===== src/rtl/ham_seq_pkg.sv =====
// Shared types and helpers for the Hamming(7,4) nibble sequencer.
//   seq_state_t : FSM encoding (idle / send / done), 2 bits wide
//   NIBBLE_W    : beat width in bits
//   WORD_W      : CPU-side data word width
//   nibble_sel  : picks the 4-bit slice of a word for a given issue index
package ham_seq_pkg;

  localparam int unsigned NIBBLE_W = 4;
  localparam int unsigned WORD_W   = 32;

  typedef enum logic [1:0] {
    StIdle = 2'd0,
    StSend = 2'd1,
    StDone = 2'd2
  } seq_state_t;

  // idx is the position in issue order; with msb_first the slice is mirrored
  // so that issue index 0 carries the most-significant active nibble.
  function automatic logic [NIBBLE_W-1:0] nibble_sel(input logic [WORD_W-1:0] word,
                                                     input int unsigned       idx,
                                                     input bit                msb_first,
                                                     input int unsigned       nibbles);
    int unsigned       pos;
    logic [WORD_W-1:0] shifted;
    pos     = msb_first ? (nibbles - 1 - idx) : idx;
    shifted = word >> (NIBBLE_W * pos);
    return shifted[NIBBLE_W-1:0];
  endfunction

endpackage


===== src/rtl/hamming_nibble_sequencer.sv =====
// Sequencer between the CPU data register and the Hamming(7,4) encoder.
// Captures one 32-bit word on a valid/ready handshake, then issues NIBBLES
// 4-bit beats to the encoder, each with its own valid/ready handshake, and
// pulses done for one cycle once the last beat has been accepted.
//
// Parameters:
//   NIBBLES : beats per word (1..8); beats cover in_word[NIBBLES*4-1:0]
//   IDX_W   : beat index width, 2**IDX_W >= NIBBLES
//
// Ports:
//   clk        : system clock, rising edge
//   rst        : asynchronous active-low reset
//   abort      : synchronous soft clear, overrides every other event
//   in_valid   : CPU word available
//   in_word    : word to encode
//   in_ready   : sequencer can accept a word (idle)
//   out_valid  : out_nibble valid for the encoder
//   out_ready  : encoder accepts the current beat
//   out_nibble : current beat (0 outside SEND)
//   out_idx    : issue index of the current beat (0 outside SEND)
//   out_first  : current beat is index 0
//   out_last   : current beat is index NIBBLES-1
//   busy       : high in SEND and DONE
//   done       : one-cycle pulse after the last beat is accepted
//
// Build option:
//   HAM_SEQ_MSB_FIRST_EN : when defined, beats are issued most-significant
//                          nibble first; out_idx still counts 0..NIBBLES-1.
module hamming_nibble_sequencer
  import ham_seq_pkg::*;
#(
  parameter int unsigned NIBBLES = 8,
  parameter int unsigned IDX_W   = 3
) (
  input  logic                clk,
  input  logic                rst,
  input  logic                abort,
  input  logic                in_valid,
  input  logic [WORD_W-1:0]   in_word,
  output logic                in_ready,
  output logic                out_valid,
  input  logic                out_ready,
  output logic [NIBBLE_W-1:0] out_nibble,
  output logic [IDX_W-1:0]    out_idx,
  output logic                out_first,
  output logic                out_last,
  output logic                busy,
  output logic                done
);

`ifdef HAM_SEQ_MSB_FIRST_EN
  localparam bit MsbFirst = 1'b1;
`else
  localparam bit MsbFirst = 1'b0;
`endif

  localparam logic [IDX_W-1:0] LastIdx = IDX_W'(NIBBLES - 1);

  seq_state_t        state_q, state_d;
  logic [IDX_W-1:0]  idx_q, idx_d;
  logic [WORD_W-1:0] word_q, word_d;

  // State register
  always_ff @(posedge clk or negedge rst) begin
    if (!rst) begin
      state_q <= StIdle;
      idx_q   <= '0;
      word_q  <= '0;
    end else begin
      state_q <= state_d;
      idx_q   <= idx_d;
      word_q  <= word_d;
    end
  end

  // Next-state logic
  always_comb begin
    state_d = state_q;
    idx_d   = idx_q;
    word_d  = word_q;
    if (abort) begin
      // A beat shown this cycle with out_ready high is already consumed by the
      // encoder; we simply stop issuing and skip the done pulse.
      state_d = StIdle;
      idx_d   = '0;
    end else begin
      unique case (state_q)
        StIdle: begin
          // in_ready is constantly high in idle, so in_valid alone completes the handshake
          if (in_valid) begin
            word_d  = in_word;
            idx_d   = '0;
            state_d = StSend;
          end
        end
        StSend: begin
          if (out_ready) begin
            if (idx_q == LastIdx) begin
              state_d = StDone;
            end else begin
              idx_d = idx_q + 1'b1;
            end
          end
        end
        StDone: begin
          state_d = StIdle;
          idx_d   = '0;
        end
        default: begin
          state_d = StIdle;
          idx_d   = '0;
        end
      endcase
    end
  end

  // Output logic, decoded from state only so outputs stay stable while stalled
  always_comb begin
    in_ready   = 1'b0;
    out_valid  = 1'b0;
    out_nibble = '0;
    out_idx    = '0;
    out_first  = 1'b0;
    out_last   = 1'b0;
    busy       = 1'b0;
    done       = 1'b0;
    unique case (state_q)
      StIdle: begin
        in_ready = 1'b1;
      end
      StSend: begin
        out_valid  = 1'b1;
        out_nibble = nibble_sel(word_q, 32'(idx_q), MsbFirst, NIBBLES);
        out_idx    = idx_q;
        out_first  = (idx_q == '0);
        out_last   = (idx_q == LastIdx);
        busy       = 1'b1;
      end
      StDone: begin
        busy = 1'b1;
        done = 1'b1;
      end
      default: begin
        in_ready = 1'b0;
      end
    endcase
  end

endmodule


===== config.mk =====
export PLATFORM = sky130hd
export DESIGN_NAME = hamming_nibble_sequencer
export DESIGN_NICKNAME = d
export VERILOG_FILES = /design/src/rtl/ham_seq_pkg.sv /design/src/rtl/hamming_nibble_sequencer.sv
export SDC_FILE = /design/constraint.sdc
export NUM_CORES = 1
export LEC_CHECK = 0
export ABC_CLOCK_PERIOD_IN_PS = 1700
export CAP_MARGIN = 20
export CORE_AREA = 2 2 72 74
export DETAILED_ROUTE_END_ITERATION = 10
export DIE_AREA = 0 0 74 76
export GPL_TIMING_DRIVEN = 0
export MAX_ROUTING_LAYER = met4
export PLACE_DENSITY = 0.76
export SETUP_SLACK_MARGIN = 0.4
export SYNTH_ARGS = -nofsm -noshare
export SYNTH_HDL_FRONTEND = slang
export SYNTH_SLANG_ARGS = --single-unit

===== constraint.sdc =====
create_clock -name clk -period 1.7 [get_ports clk]
set_clock_uncertainty 0.2 [all_clocks]
set_input_delay 0.34 -clock clk [delete_from_list [all_inputs] [get_ports clk]]
set_output_delay 0.34 -clock clk [all_outputs]
set_load 0.01 [all_outputs]

==> results of run 1 <==
## power by group
group	switching, mW	internal [mW]	total (mW)
registers	0.144	1.10	1.24
logic	0.477	0.894	1.37
clock network	0.347	0.479	0.826
total	0.968	2.47	3.44
## cell usage in the layout, fill, tap and decap left out, types with 2 or more instances in the layout
cell type        Yosys  final
dfrtp_1             37     36
clkdlybuf4s50_1      0     35
mux2_4               0     31
buf_6                4     30
buf_4                1     12
ha_4                 0      7
buf_12               0      6
clkbuf_8             0      6
buf_2                2      6
mux2_2              36      5
o21ai_1              0      5
and2_4               0      4
mux4_2               2      4
a311oi_2             0      4
mux2i_1              4      3
nor2_2               0      3
nor2b_4              0      3
nand4_1              3      3
a21oi_1              3      3
buf_16               0      3
buf_8                0      2
inv_4                0      2
nor2_1               6      2
o31ai_1              3      2
## worst max-delay path: stages, from the launching register on
cell	delay, ns
dfrtp_2	0.47
buf_8	0.16
mux4_2	0.35
nor2_2	0.05
a311oi_2	0.28
buf_2	0.18
## registers in the layout (all words and copies together) (netlist names)
name     count
idx_q        3
word_q      32
state_q      2
## what timing repair did
action                                 4_1_cts  5_1_grt
resized for setup                          101       26
gates cloned                                 3        0
setup buffers                               23       12
setup endpoints to repair                   50       50
endpoints found under the hold margin       37        0
pin swaps                                    6       11
## layer usage
metal	wire length, um	up-vias	global-route usage [%]
li1	-	704	-
met1	2610	803	27.4
met2	3120	60	33.2
met3	263	13	5.03
met4	138	0	5.82
met5	0	-	-
## path summary, 6_finish.rpt
check | end | cells after the start | from | slack, ns
hold reg to reg | word_q[22]$_DFFE_PN0P_ | 1 | word_q[22]$_DFFE_PN0P_ | 0.31
hold / removal | word_q[0]$_DFFE_PN0P_ | 1 | rst | -0.07
min in group clk | word_q[22]$_DFFE_PN0P_ | 1 | word_q[22]$_DFFE_PN0P_ | 0.31
max in group asynchronous | idx_q[0]$_DFFE_PN0P_ | 1 | rst | 0.81
setup / recovery | out_nibble[2] | 5 | idx_q[0]$_DFFE_PN0P_ | -0.62
setup reg to reg | idx_q[1]$_DFFE_PN0P_ | 8 | idx_q[0]$_DFFE_PN0P_ | -0.39
## layout make-up
type                    instances  area [um^2]  area share (%)
well taps                      70         87.6            2.55
clock inverters                 1         30.0           0.873
flip-flops and latches         37          927            27.0
clock buffers                   7         86.3            2.51
repair buffers                 87          932            27.1
multi-input cells              93         1220            35.5
inverters                       4         20.0           0.582
plain buffers                   8          134            3.89
## through the flow
| stage | setup slack, ns | power (mW) |
|---|---|---|
| CTS | -0.523 | 3.23 |
| finish | -0.623 | 3.44 |
| floorplan | -0.0615 | 1.88 |
| detailed placement | -0.698 | 2.19 |
| global route | -0.662 | 3.59 |
| global placement | -0.794 | 2.16 |
## kinds of logic after synthesis
| family | share of synthesized area, % |
|---|---|
| adders and majority gates | 4.63 |
| DFF | 48.9 |
| buffers and inverters | 4.30 |
| and+or+nand+nor | 7.67 |
| muxes | 28.7 |
| AOI/OAI and AO/OA | 5.82 |
==> metrics.txt, run 1 <==
outcome=finished with violations; failing checks=hold timing, setup timing; grt ovf=0; Yosys reg bits=37; Remaining DRCs=0; DR vias/cell=5.15; vias=1,580; Mapped Cells=142; mean post-synth cell area=13.3 um^2; fin worst setup slack=-0.623 ns; CTS H-tree depth=2; layout cells sized above 1=59.9%; top_reg_cell synth=dfrtp_1; min cycle time layout=2.32 ns; boundary pin count=50; Power Density=1000 nW/um^2; crit path max fanout=5; fin area=3440 um^2; Slew Limit Headroom=45.2%; Synth cell types=26; dpl cell area=2700 um^2; Reg clk slew, reported paths=0.08 ns; Post-synth top cells=dfrtp_1, mux2_2, ha_1; Tightest Pin Transition=0.822 ns; largest net degree at the start of global routing=38; GP Congestion=0.843; RSZ-0062 raised after global routing=yes; Placeable Area=4910 um^2; number of diodes=0; final wirelength=6.13 mm; Global Route Usage Sum=21.2%; Clock Latency Late Sink=0.30 ns; CP Launch Type=flop; Worst IR Drop VDD=0.432 mV; critical path data required time=1.16 ns; CP Class=flop to primary output; Async S/R FF share, synth=100%; Mapped Nets=186; Die H=76 um; Root Buffer=clkbuf_8; final setup vio count=50; synth top area cells=dfrtp_1, mux2_2, ha_1, mux4_1, buf_6; most frequent cell after synthesis=dfrtp_1; Post-DP HPWL=3.17 mm; crit end category=primary output; Initial Util=38.5%; Antenna Nets Post-Route=0; Port Buf Inserts=49; Inst Count DP=261; largest area contributor in the netlist=dfrtp_1; final cell count without fillers=307; Peak Freq=0.431 GHz; CTS tree=built; final hold violations=37; Pre-antenna DRT Iters=4; Leakage=1.55 nW; number of global-route vias before repair=1,623; synthesized area=1890 um^2; CTS buffer count=5; Filler cells=316; Nets=280; WHS=-0.0734 ns; clk sink count=37; die area=5620 um^2; first-pass GRT wire length=8.67 mm; fin crit share=137%; WP data arrival=1.78 ns; initial antenna violation count=0; routed len/inst=20.0 um; cell row count=26; First DRT Iteration DRCs=138; die width=74 um; post-synthesis sequential area ratio=48.9%; Fin Setup TNS=-16.79 ns; Post-Route Utilization=70.0%; number of synthesized flops with an enable pin=0; Synth Warn #=0; area grow syn2layout=81.7%; max cap viols=0; top cell type's share of synthesized area=48.9%; maximum clock insertion buffer count=2; max-slew violations=0; Hold Crit Class=input pin to async pin
Note: power is estimated with default switching activity, not from simulation.
==> run 2, diff against run 1 <==
SLEW_MARGIN = 5   (was unset)
==> results of run 2 <==
Same layout as run 1: the final DEF is identical, and so are final timing and power.
